<file path="src/rtl/mdr_sequencer_pkg.sv">
// Shared types for the MDR control sequencer: state/op encodings, the
// sequencer register bundle and the per-operation iteration count.
package mdr_sequencer_pkg;

    typedef enum logic [2:0] {
        S_IDLE,
        S_CLEAN,
        S_WAIT_X,
        S_WAIT_Y,
        S_VERIFY,
        S_INIT,
        S_CALC,
        S_READY
    } mdr_seq_state_e;

    typedef enum logic [1:0] {
        MDR_OP_MUL  = 2'b00,
        MDR_OP_DIV  = 2'b01,
        MDR_OP_SQRT = 2'b10,
        MDR_OP_RSVD = 2'b11
    } mdr_op_e;

    typedef struct packed {
        mdr_seq_state_e state;
        mdr_op_e        op;
        logic           error;
        logic           timeout;
    } st_mdr_seq;

    // Square root resolves two result bits per iteration; never returns zero.
    function automatic int unsigned mdr_iter(input mdr_op_e op, input int unsigned dw);
        int unsigned n;
        n = (op == MDR_OP_SQRT) ? (dw + 1) / 2 : dw;
        return (n == 0) ? 1 : n;
    endfunction

endpackage

</file>
<file path="src/rtl/mdr_iter_counter.sv">
// Iteration counter for the CALC phase: loadable terminal count, enable and
// clear; count returns to zero whenever it is not advancing.
module mdr_iter_counter #(
    parameter int CW = 5
) (
    input  logic          clk,
    input  logic          rst,
    input  logic          load,
    input  logic [CW-1:0] tc_i,
    input  logic          en,
    input  logic          clear,
    output logic [CW-1:0] count_o,
    output logic          last_o
);

    logic [CW-1:0] tc;
    logic [CW-1:0] count;

    always_ff @(posedge clk or posedge rst) begin
        if (rst) begin
            tc    <= '0;
            count <= '0;
        end else begin
            if (load)
                tc <= tc_i;
            if (en && !last_o && !clear)
                count <= count + 1'b1;
            else
                count <= '0;
        end
    end

    assign last_o  = en && (count == tc);
    assign count_o = count;

endmodule

</file>
<file path="src/rtl/mdr_sequencer.sv">
// Control sequencer for the MDR datapath: one-hot phase strobes, iteration
// count, abort and sticky error. Optional wait timeout: MDR_SEQ_TIMEOUT_EN.
module mdr_sequencer
    import mdr_sequencer_pkg::*;
#(
    parameter int DW      = 16,
    parameter int CW      = $clog2(DW + 1),
    parameter int TIMEOUT = 1024
) (
    input  logic          clk,
    input  logic          rst,
    input  logic          start_i,
    input  logic          load_i,
    input  logic [1:0]    op_i,
    input  logic          error_i,
    input  logic          abort_i,
    output logic          clean_o,
    output logic          load_x_o,
    output logic          load_y_o,
    output logic          veri_o,
    output logic          init_o,
    output logic          enable_o,
    output logic          ready_o,
    output logic          error_o,
    output logic          timeout_o,
    output logic          busy_o,
    output logic [1:0]    op_o,
    output logic [CW-1:0] count_o,
    output logic          last_o
);

    st_mdr_seq     r;
    st_mdr_seq     r_nxt;
    mdr_op_e       op_in;
    logic          start_acc;
    logic          in_calc;
    logic          in_wait;
    logic          cnt_last;
    logic          wait_expired;
    logic [CW-1:0] iter_tc;

    assign op_in     = mdr_op_e'(op_i);
    assign start_acc = (r.state == S_IDLE) && start_i;
    assign in_calc   = (r.state == S_CALC);
    assign in_wait   = (r.state == S_WAIT_X) || (r.state == S_WAIT_Y);
    assign iter_tc   = CW'(mdr_iter(op_in, DW) - 1);

    mdr_iter_counter #(.CW(CW)) u_iter (
        .clk     (clk),
        .rst     (rst),
        .load    (start_acc),
        .tc_i    (iter_tc),
        .en      (in_calc),
        .clear   (abort_i),
        .count_o (count_o),
        .last_o  (cnt_last)
    );

`ifdef MDR_SEQ_TIMEOUT_EN
    localparam int WW = (TIMEOUT < 1) ? 1 : $clog2(TIMEOUT + 1);
    logic [WW-1:0] wait_cnt;

    // Cleared outside the wait states and on every load, so each wait state starts fresh.
    always_ff @(posedge clk or posedge rst) begin
        if (rst)
            wait_cnt <= '0;
        else if (!in_wait || load_i)
            wait_cnt <= '0;
        else if (!wait_expired)
            wait_cnt <= wait_cnt + 1'b1;
    end

    assign wait_expired = in_wait && !load_i && (wait_cnt == WW'(TIMEOUT));
`else
    logic unused_timeout;
    assign wait_expired   = 1'b0;
    assign unused_timeout = (TIMEOUT != 0);
`endif

    always_ff @(posedge clk or posedge rst) begin
        if (rst)
            r <= '{state: S_IDLE, op: MDR_OP_MUL, error: 1'b0, timeout: 1'b0};
        else
            r <= r_nxt;
    end

    always_comb begin
        r_nxt = r;
        unique case (r.state)
            S_IDLE: begin
                if (start_i) begin
                    r_nxt.state   = S_CLEAN;
                    r_nxt.op      = op_in;
                    r_nxt.error   = 1'b0;
                    r_nxt.timeout = 1'b0;
                end
            end
            S_CLEAN:  r_nxt.state = S_WAIT_X;
            S_WAIT_X: begin
                if (load_i)
                    r_nxt.state = (r.op == MDR_OP_MUL || r.op == MDR_OP_DIV) ? S_WAIT_Y : S_VERIFY;
                else if (wait_expired) begin
                    r_nxt.state   = S_IDLE;
                    r_nxt.error   = 1'b1;
                    r_nxt.timeout = 1'b1;
                end
            end
            S_WAIT_Y: begin
                if (load_i)
                    r_nxt.state = S_VERIFY;
                else if (wait_expired) begin
                    r_nxt.state   = S_IDLE;
                    r_nxt.error   = 1'b1;
                    r_nxt.timeout = 1'b1;
                end
            end
            S_VERIFY: begin
                if (error_i || r.op == MDR_OP_RSVD) begin
                    r_nxt.state = S_IDLE;
                    r_nxt.error = 1'b1;
                end else begin
                    r_nxt.state = S_INIT;
                end
            end
            S_INIT:  r_nxt.state = S_CALC;
            S_CALC:  if (cnt_last) r_nxt.state = S_READY;
            S_READY: r_nxt.state = S_IDLE;
            default: r_nxt.state = S_IDLE;
        endcase
        // Abort overrides every other transition and leaves the sticky flags alone.
        if (abort_i && r.state != S_IDLE) begin
            r_nxt.state   = S_IDLE;
            r_nxt.error   = r.error;
            r_nxt.timeout = r.timeout;
        end
    end

    always_comb begin
        clean_o   = (r.state == S_CLEAN);
        load_x_o  = (r.state == S_WAIT_X);
        load_y_o  = (r.state == S_WAIT_Y);
        veri_o    = (r.state == S_VERIFY);
        init_o    = (r.state == S_INIT);
        enable_o  = in_calc;
        ready_o   = (r.state == S_READY);
        busy_o    = (r.state != S_IDLE);
        error_o   = r.error;
        timeout_o = r.timeout;
        op_o      = r.op;
        last_o    = cnt_last;
    end

endmodule

</file>
<file path="config.mk">
export PLATFORM = sky130hd
export DESIGN_NAME = mdr_sequencer
export DESIGN_NICKNAME = d
export VERILOG_FILES = /design/src/rtl/mdr_sequencer_pkg.sv /design/src/rtl/mdr_iter_counter.sv /design/src/rtl/mdr_sequencer.sv
export SDC_FILE = /design/constraint.sdc
export NUM_CORES = 1
export LEC_CHECK = 0
export CAP_MARGIN = 0
export CORE_ASPECT_RATIO = 0.6
export CORE_MARGIN = 10
export CORE_UTILIZATION = 30
export CTS_BUF_LIST = sky130_fd_sc_hd__clkbuf_4 sky130_fd_sc_hd__clkbuf_8
export DETAILED_ROUTE_END_ITERATION = 16
export GPL_TIMING_DRIVEN = 1
export PLACE_DENSITY = 0.56
export SLEW_MARGIN = 20
export SYNTH_ARGS = -nofsm -noshare
export SYNTH_HDL_FRONTEND = slang
export SYNTH_SLANG_ARGS = --single-unit
</file>
<file path="constraint.sdc">
create_clock -name clk -period 2.4 [get_ports clk]
set_clock_uncertainty 0.1 [all_clocks]
set_input_delay 0.6 -clock clk [delete_from_list [all_inputs] [get_ports clk]]
set_output_delay 0.6 -clock clk [all_outputs]
set_load 0.05 [all_outputs]
</file>
==> results of run 1 <==
==> cells by family after synthesis <==
family                     count (synthesis)
other                                      1
adders and majority gates                  1
AOI/OAI and AO/OA                         13
xor gates and xnor gates                   4
DFF                                       13
muxes                                      2
buffers and inverters                      9
and+or+nand+nor                           31
==> per-layer routing <==
metal  part of all wire (%)  vias to the layer above
li1                       -                      326
met1                     49                      318
met2                     43                       24
met3                    8.0                        2
met4                   0.24                        0
met5                      0                        -
==> how the worst max path moves through the flow <==
stage / end
after global routing: last_o
final: last_o
after global placement: last_o
after CTS: last_o
after floorplan: veri_o
after detailed placement: last_o
==> state kept, by name, indices dropped and copies added, names as in the netlist <==
register	cells
op_o	2
r	3
u_iter.count_o	5
u_iter.tc	2
error_o	1
==> repair_timing <==
action / CTS / global route
endpoints found under the setup margin: 1 / 1
pin swaps: 2 / 0
hold buffers: 0 / 0
buffers inserted: 3 / 0
gates cloned: 0 / 0
==> report_power, final <==
group | total [mW] | switching (mW) | internal, mW | leakage (nW)
Combinational | 0.565 | 0.342 | 0.223 | 0.290
Sequential | 0.326 | 0.0616 | 0.265 | 0.164
Clock | 0.207 | 0.0782 | 0.128 | 0.0262
Total | 1.10 | 0.481 | 0.617 | 0.480
==> area by class of cell <==
| cell class | instances | area [um^2] | area share, % |
|---|---|---|---|
| Multi-Input combinational cell | 52 | 387 | 33.8 |
| Timing Repair Buffer | 31 | 333 | 29.1 |
| Clock buffer | 4 | 48.8 | 4.27 |
| Tap cell | 30 | 37.5 | 3.28 |
| Sequential cell | 13 | 327 | 28.6 |
| Inverter | 3 | 11.3 | 0.985 |
==> cells in the mapped netlist (all sizes together) <==
cell / number / area share, %
nor2: 3 / 1.5
ha: 1 / 1.7
o21bai: 1 / 1.0
nor3b: 5 / 5.0
and3b: 3 / 3.5
o221a: 1 / 1.5
a31oi: 1 / 0.83
clkbuf: 3 / 1.5
or4: 1 / 1.5
conb: 1 / 0.50
or3: 1 / 0.83
and2: 1 / 0.83
xor2: 3 / 3.5
buf: 3 / 3.0
inv: 3 / 1.5
nand4: 1 / 0.83
o21ai: 2 / 1.3
nor4bb: 1 / 1.3
o211ai: 1 / 1.0
nor2b: 2 / 1.7
xnor2: 1 / 1.2
nor4b: 1 / 2.0
nand3b: 2 / 2.0
or2: 1 / 0.83
o21a: 1 / 1.0
dfrtp: 13 / 43
a211oi: 2 / 2.7
mux2: 2 / 3.0
and3: 1 / 0.83
a32oi: 1 / 1.2
a211o: 1 / 1.3
nor3: 5 / 3.3
o22ai: 1 / 0.83
a21oi: 1 / 0.66
nand3: 3 / 2.0
==> impl_results.md, run 1 <==
- Adder and majority gate portion of the synthesized area: 1.66%
- Clk root buf: clkbuf_8
- Post_cts resized: 0
- Worst vdd ir: 0.574 mV
- Clock slew seen by the registers of the worst setup and hold paths: 60 ps
- WP depth: 4
- First-pass GRT wire length: 3470 um
- DR WL/cell: 15.4 um
- Post-DP Area: 1070 um^2
- Core area: 2280 um^2
- Share of layout cells above drive strength 1: 29.1%
- Worst hold path endpoint: u_iter.tc[2]
- Layout Utilization: 50.2%
- Post-DR vias/cell: 5.04
- Clock buffer depth: 2
- First DRT Iteration DRCs: 79
- Max_cap viols: 0
- HP Start: u_iter.tc[2]
- Largest family of logic cells by synthesized area: simple AND/OR/NAND/NOR gates
- Sequential area share after synthesis: 43.1%
- Hold Crit Depth: 1
- Starting density of the core: 33.1%
- Compound-Gate Fraction of Synth Area: 13.3%
- Antenna viol nets, final: 0
- GPL Wtd Cong: 0.753
- GRT Overall Usage: 8.59%
- Vias after detailed routing: 670
- Most common cell after layout, fill and taps aside: clkdlybuf4s50_1
- Die X: 84.7 um
- Fillers: 214
- Final Hold Fails: 0
- CTS Buf Count: 3
- Leakage: 0.480 nW
- Nets: 113
- Syn nets: 83
- Commonest non-fill, non-tap cells in the layout: clkdlybuf4s50_1, dfrtp_1, buf_4
- Post-Synth XOR/XNOR Area: 4.64%
- Tot Pwr: 1.10 mW
- CTS H-Tree Depth: 1
- Critical path required time: 1700 ps
- R2R Setup Slk: 720 ps
- Crit Path Category: register to output port
- Drt pass-1 iters: 4
- Global Route met2 Usage: 12.6%
- R2r startpoint: r[5]
- Vias in the first global route: 655
- Worst path cell trace: or4_4, a211oi_2, and2_4, buf_12
- Number of buffers added on ports: 24
- Post-Synthesis Cells: 74
- WL final: 2050 um
- Placement Setup Slack: 165 ps
- Post-synth cell types: 36
- Yosys warnings: 0
- Setup-failing EPs final: 1
- Crit-path slowest cell: or4_4
- CP delay by family, top: simple AND/OR/NAND/NOR gates
- Busiest layer in global routing: met2
- Critical R2R Capture: op_o[0]
- Synth-to-layout area growth: 51.6%
- Antenna Cells: 0
- Placed wire-length estimate: 1540 um
- Die Y: 58.8 um
- CP peak stage delay: 560 ps
- Clk sinks: 13
- Setup crit start: u_iter.count_o[1]
- Avg Inst Size Synth: 10.2 um^2
- Crit path max fanout: 2
- Hold_ws: 435 ps
- CTS tree: yes
- Least-Margin Pin Slew: 528 ps
- Die Area: 4990 um^2
- Multiplexer share of the synthesized area: 2.99%
- PwrDens: 960 nW/um^2
- Post-route insts no fill: 133
- Final setup TNS: -30.8 ps
- Largest net degree at the start of global routing: 18
- Min-Delay Path Class: register to register
- Clock latency on the worst-skew pair: 240 ps
- Met1 Track Usage GR: 11.5%
- Synthesized area: 754 um^2
- GRT Residual Overflow: 0
- Placed Cells incl. Taps: 126
- Worst setup EP type: output port
- Period minus WS final: 2430 ps
- CP Launch Type: register
- Row cnt: 13
- Status: finished with violations
- RSZ-0062 raised after global routing: yes
- Drt drc: 0
- Arrival @ worst endpoint: 1730 ps
- Post-route cell area: 1140 um^2
- Failing checks: negative setup slack
- Final period utilization: 101%
- Max Slew Vio Count: 0
- # IOs: 26
- Simple-Gate Fraction of Synth Area: 27.9%
- GR Layer Usage met3: 3.85%
- Synth Register Bits: 13
- Max-Slew Margin vs Limit: 64.7%
- Reg2Reg Depth: 4
- Max Fclk: 411 MHz
- Count of buffer and inverter cells on the critical path: 1
- Initial antenna violation count: 0
- Final worst slack: -30.8 ps
No activity file was read; power rests on OpenSTA's default activity.
==> run 2: changes to the inputs <==
clock period = 2.95 ns   (was 2.4 ns; I/O delays follow)
==> run 2 against run 1 <==
The run now ends clean. Clock-buffer cell count did not move. Power fell by 21%. Sequential share of layout area rose by 1.6 points. Setup slack improved by 230 ps. Sequential cell count did not move. Cell count fell by 3.0%. Combinational power fell by 26%. Non-clock buffer count fell by 4. Clock power fell by 16%. Core utilization fell by 2.9 points. First-iteration DRC count rose by 24%. Wire length fell by 6.0%. Critical path type unchanged. Critical endpoint is now clean_o. Largest power group unchanged.
==> impl_results.md, run 2 (synthesis results as in run 1) <==
- Arrival @ worst endpoint: 1910 ps
- Vias after detailed routing: 632
- Antenna Cells: 0
- Max Fclk: 364 MHz
- Layout Utilization: 47.3%
- Antenna viol nets, final: 0
- Count of buffer and inverter cells on the critical path: 1
- Hold Buf Count CTS: 0
- Final setup TNS: 0 ps
- Drt pass-1 iters: 4
- R2R Setup Slk: 1050 ps
- WL final: 1930 um
- First-pass GRT wire length: 3370 um
- Post-route insts no fill: 129
- Max_cap viols: 0
- CP delay by family, top: buffers and inverters
- CP peak stage delay: 840 ps
- Starting density of the core: 33.1%
- Setup-failing EPs final: 0
- Max Slew Vio Count: 0
- Nets: 109
- First DRT Iteration DRCs: 98
- Status: complete, no violations
- Fillers: 219
- Min-Delay Path Class: register to register
- Least-Margin Pin Slew: 625 ps
- Die Y: 58.8 um
- Share of layout cells above drive strength 1: 17.2%
- CP Launch Type: register
- Clock slew seen by the registers of the worst setup and hold paths: 60 ps
- Clock buffer depth: 2
- Post_cts resized: 0
- Crit-path slowest cell: clkdlybuf4s50_1
- Worst path cell trace: nor3b_1, clkdlybuf4s50_1
- GRT Residual Overflow: 0
- Core area: 2280 um^2
- Drt drc: 0
- CTS tree: yes
- Placed Cells incl. Taps: 125
- Most common cell after layout, fill and taps aside: clkdlybuf4s50_1
- Crit Path Category: register to output port
- Clk root buf: clkbuf_8
- Final Hold Fails: 0
- # IOs: 26
- Synth-to-layout area growth: 42.8%
- Die X: 84.7 um
- Post-CTS Setup Inserts: 0
- Die Area: 4990 um^2
- Post-DR vias/cell: 4.90
- Vias in the first global route: 631
- Final period utilization: 93.1%
- Placed wire-length estimate: 1470 um
- Largest net degree at the start of global routing: 17
- Commonest non-fill, non-tap cells in the layout: clkdlybuf4s50_1, dfrtp_1, nor3_1, nor3b_1, buf_4
- GPL Wtd Cong: 0.820
- RSZ-0062 raised after global routing: no
- GRT Overall Usage: 8.47%
- Clk sinks: 13
- Worst setup EP type: output port
- Row cnt: 13
- Number of buffers added on ports: 24
- CTS Buf Count: 3
- DR WL/cell: 14.9 um
- Worst vdd ir: 0.446 mV
- CTS H-Tree Depth: 1
- PwrDens: 810 nW/um^2
- Initial antenna violation count: 0
- Leakage: 0.435 nW
- Critical path required time: 2110 ps
- Clock latency on the worst-skew pair: 250 ps
- Crit path max fanout: 16
- Period minus WS final: 2750 ps
- Max reg flops: 5
- Max-Slew Margin vs Limit: 58.2%
run 2: final cells by class:
class | instances | area, um^2 | share of cell area, %
inverter | 3 | 11.3 | 1.05
timing repair buffer | 27 | 270 | 25.1
sequential | 13 | 325 | 30.2
multi-input combinational | 52 | 384 | 35.7
tap | 30 | 37.5 | 3.48
clock buffer | 4 | 48.8 | 4.53
run 2: per-stage QoR:
step	hold slack, ps	setup slack, ps	power [mW]	cell area [um^2]
2_1_floorplan	364	79.0	0.581	754
3_3_place_gp	391	506	0.698	1030
3_5_place_dp	397	470	0.702	1030
4_1_cts	411	204	0.883	1080
5_1_grt	438	91.4	0.931	1080
6_report	415	203	0.872	1080
run 2: path summary, 6_finish.rpt:
kind,from,to,depth (start not counted)
max reg2reg,r[5],op_o[1],3
min,u_iter.tc[2],u_iter.tc[2],1
min reg2reg,u_iter.tc[2],u_iter.tc[2],1
min in group asynchronous,rst,u_iter.count_o[0],2
max,r[4],clean_o,2
max in group asynchronous,rst,op_o[0],2
run 2: worst reg2reg max path, stage by stage, from the launching register on:
cell     delay, ps
dfrtp_1        470
buf_4          210
nor4b_2        600
mux2_2         410
run 2: power breakdown:
part / leakage (nW) / switching [mW] / internal (mW)
logic: 0.244 / 0.255 / 0.162
registers: 0.165 / 0.0658 / 0.215
clock network: 0.0262 / 0.0693 / 0.105
total: 0.435 / 0.390 / 0.482
run 2: layer usage:
layer / GRT usage, % / up-vias / part of all wire, % / routed length, um
met4: 3.50 / 0 / 1.7 / 33
met5: 0 / - / 0 / 0
met2: 11.5 / 20 / 41 / 798
met1: 10.7 / 288 / 49 / 937
met3: 4.67 / 5 / 8.2 / 158
li1: - / 319 / - / -
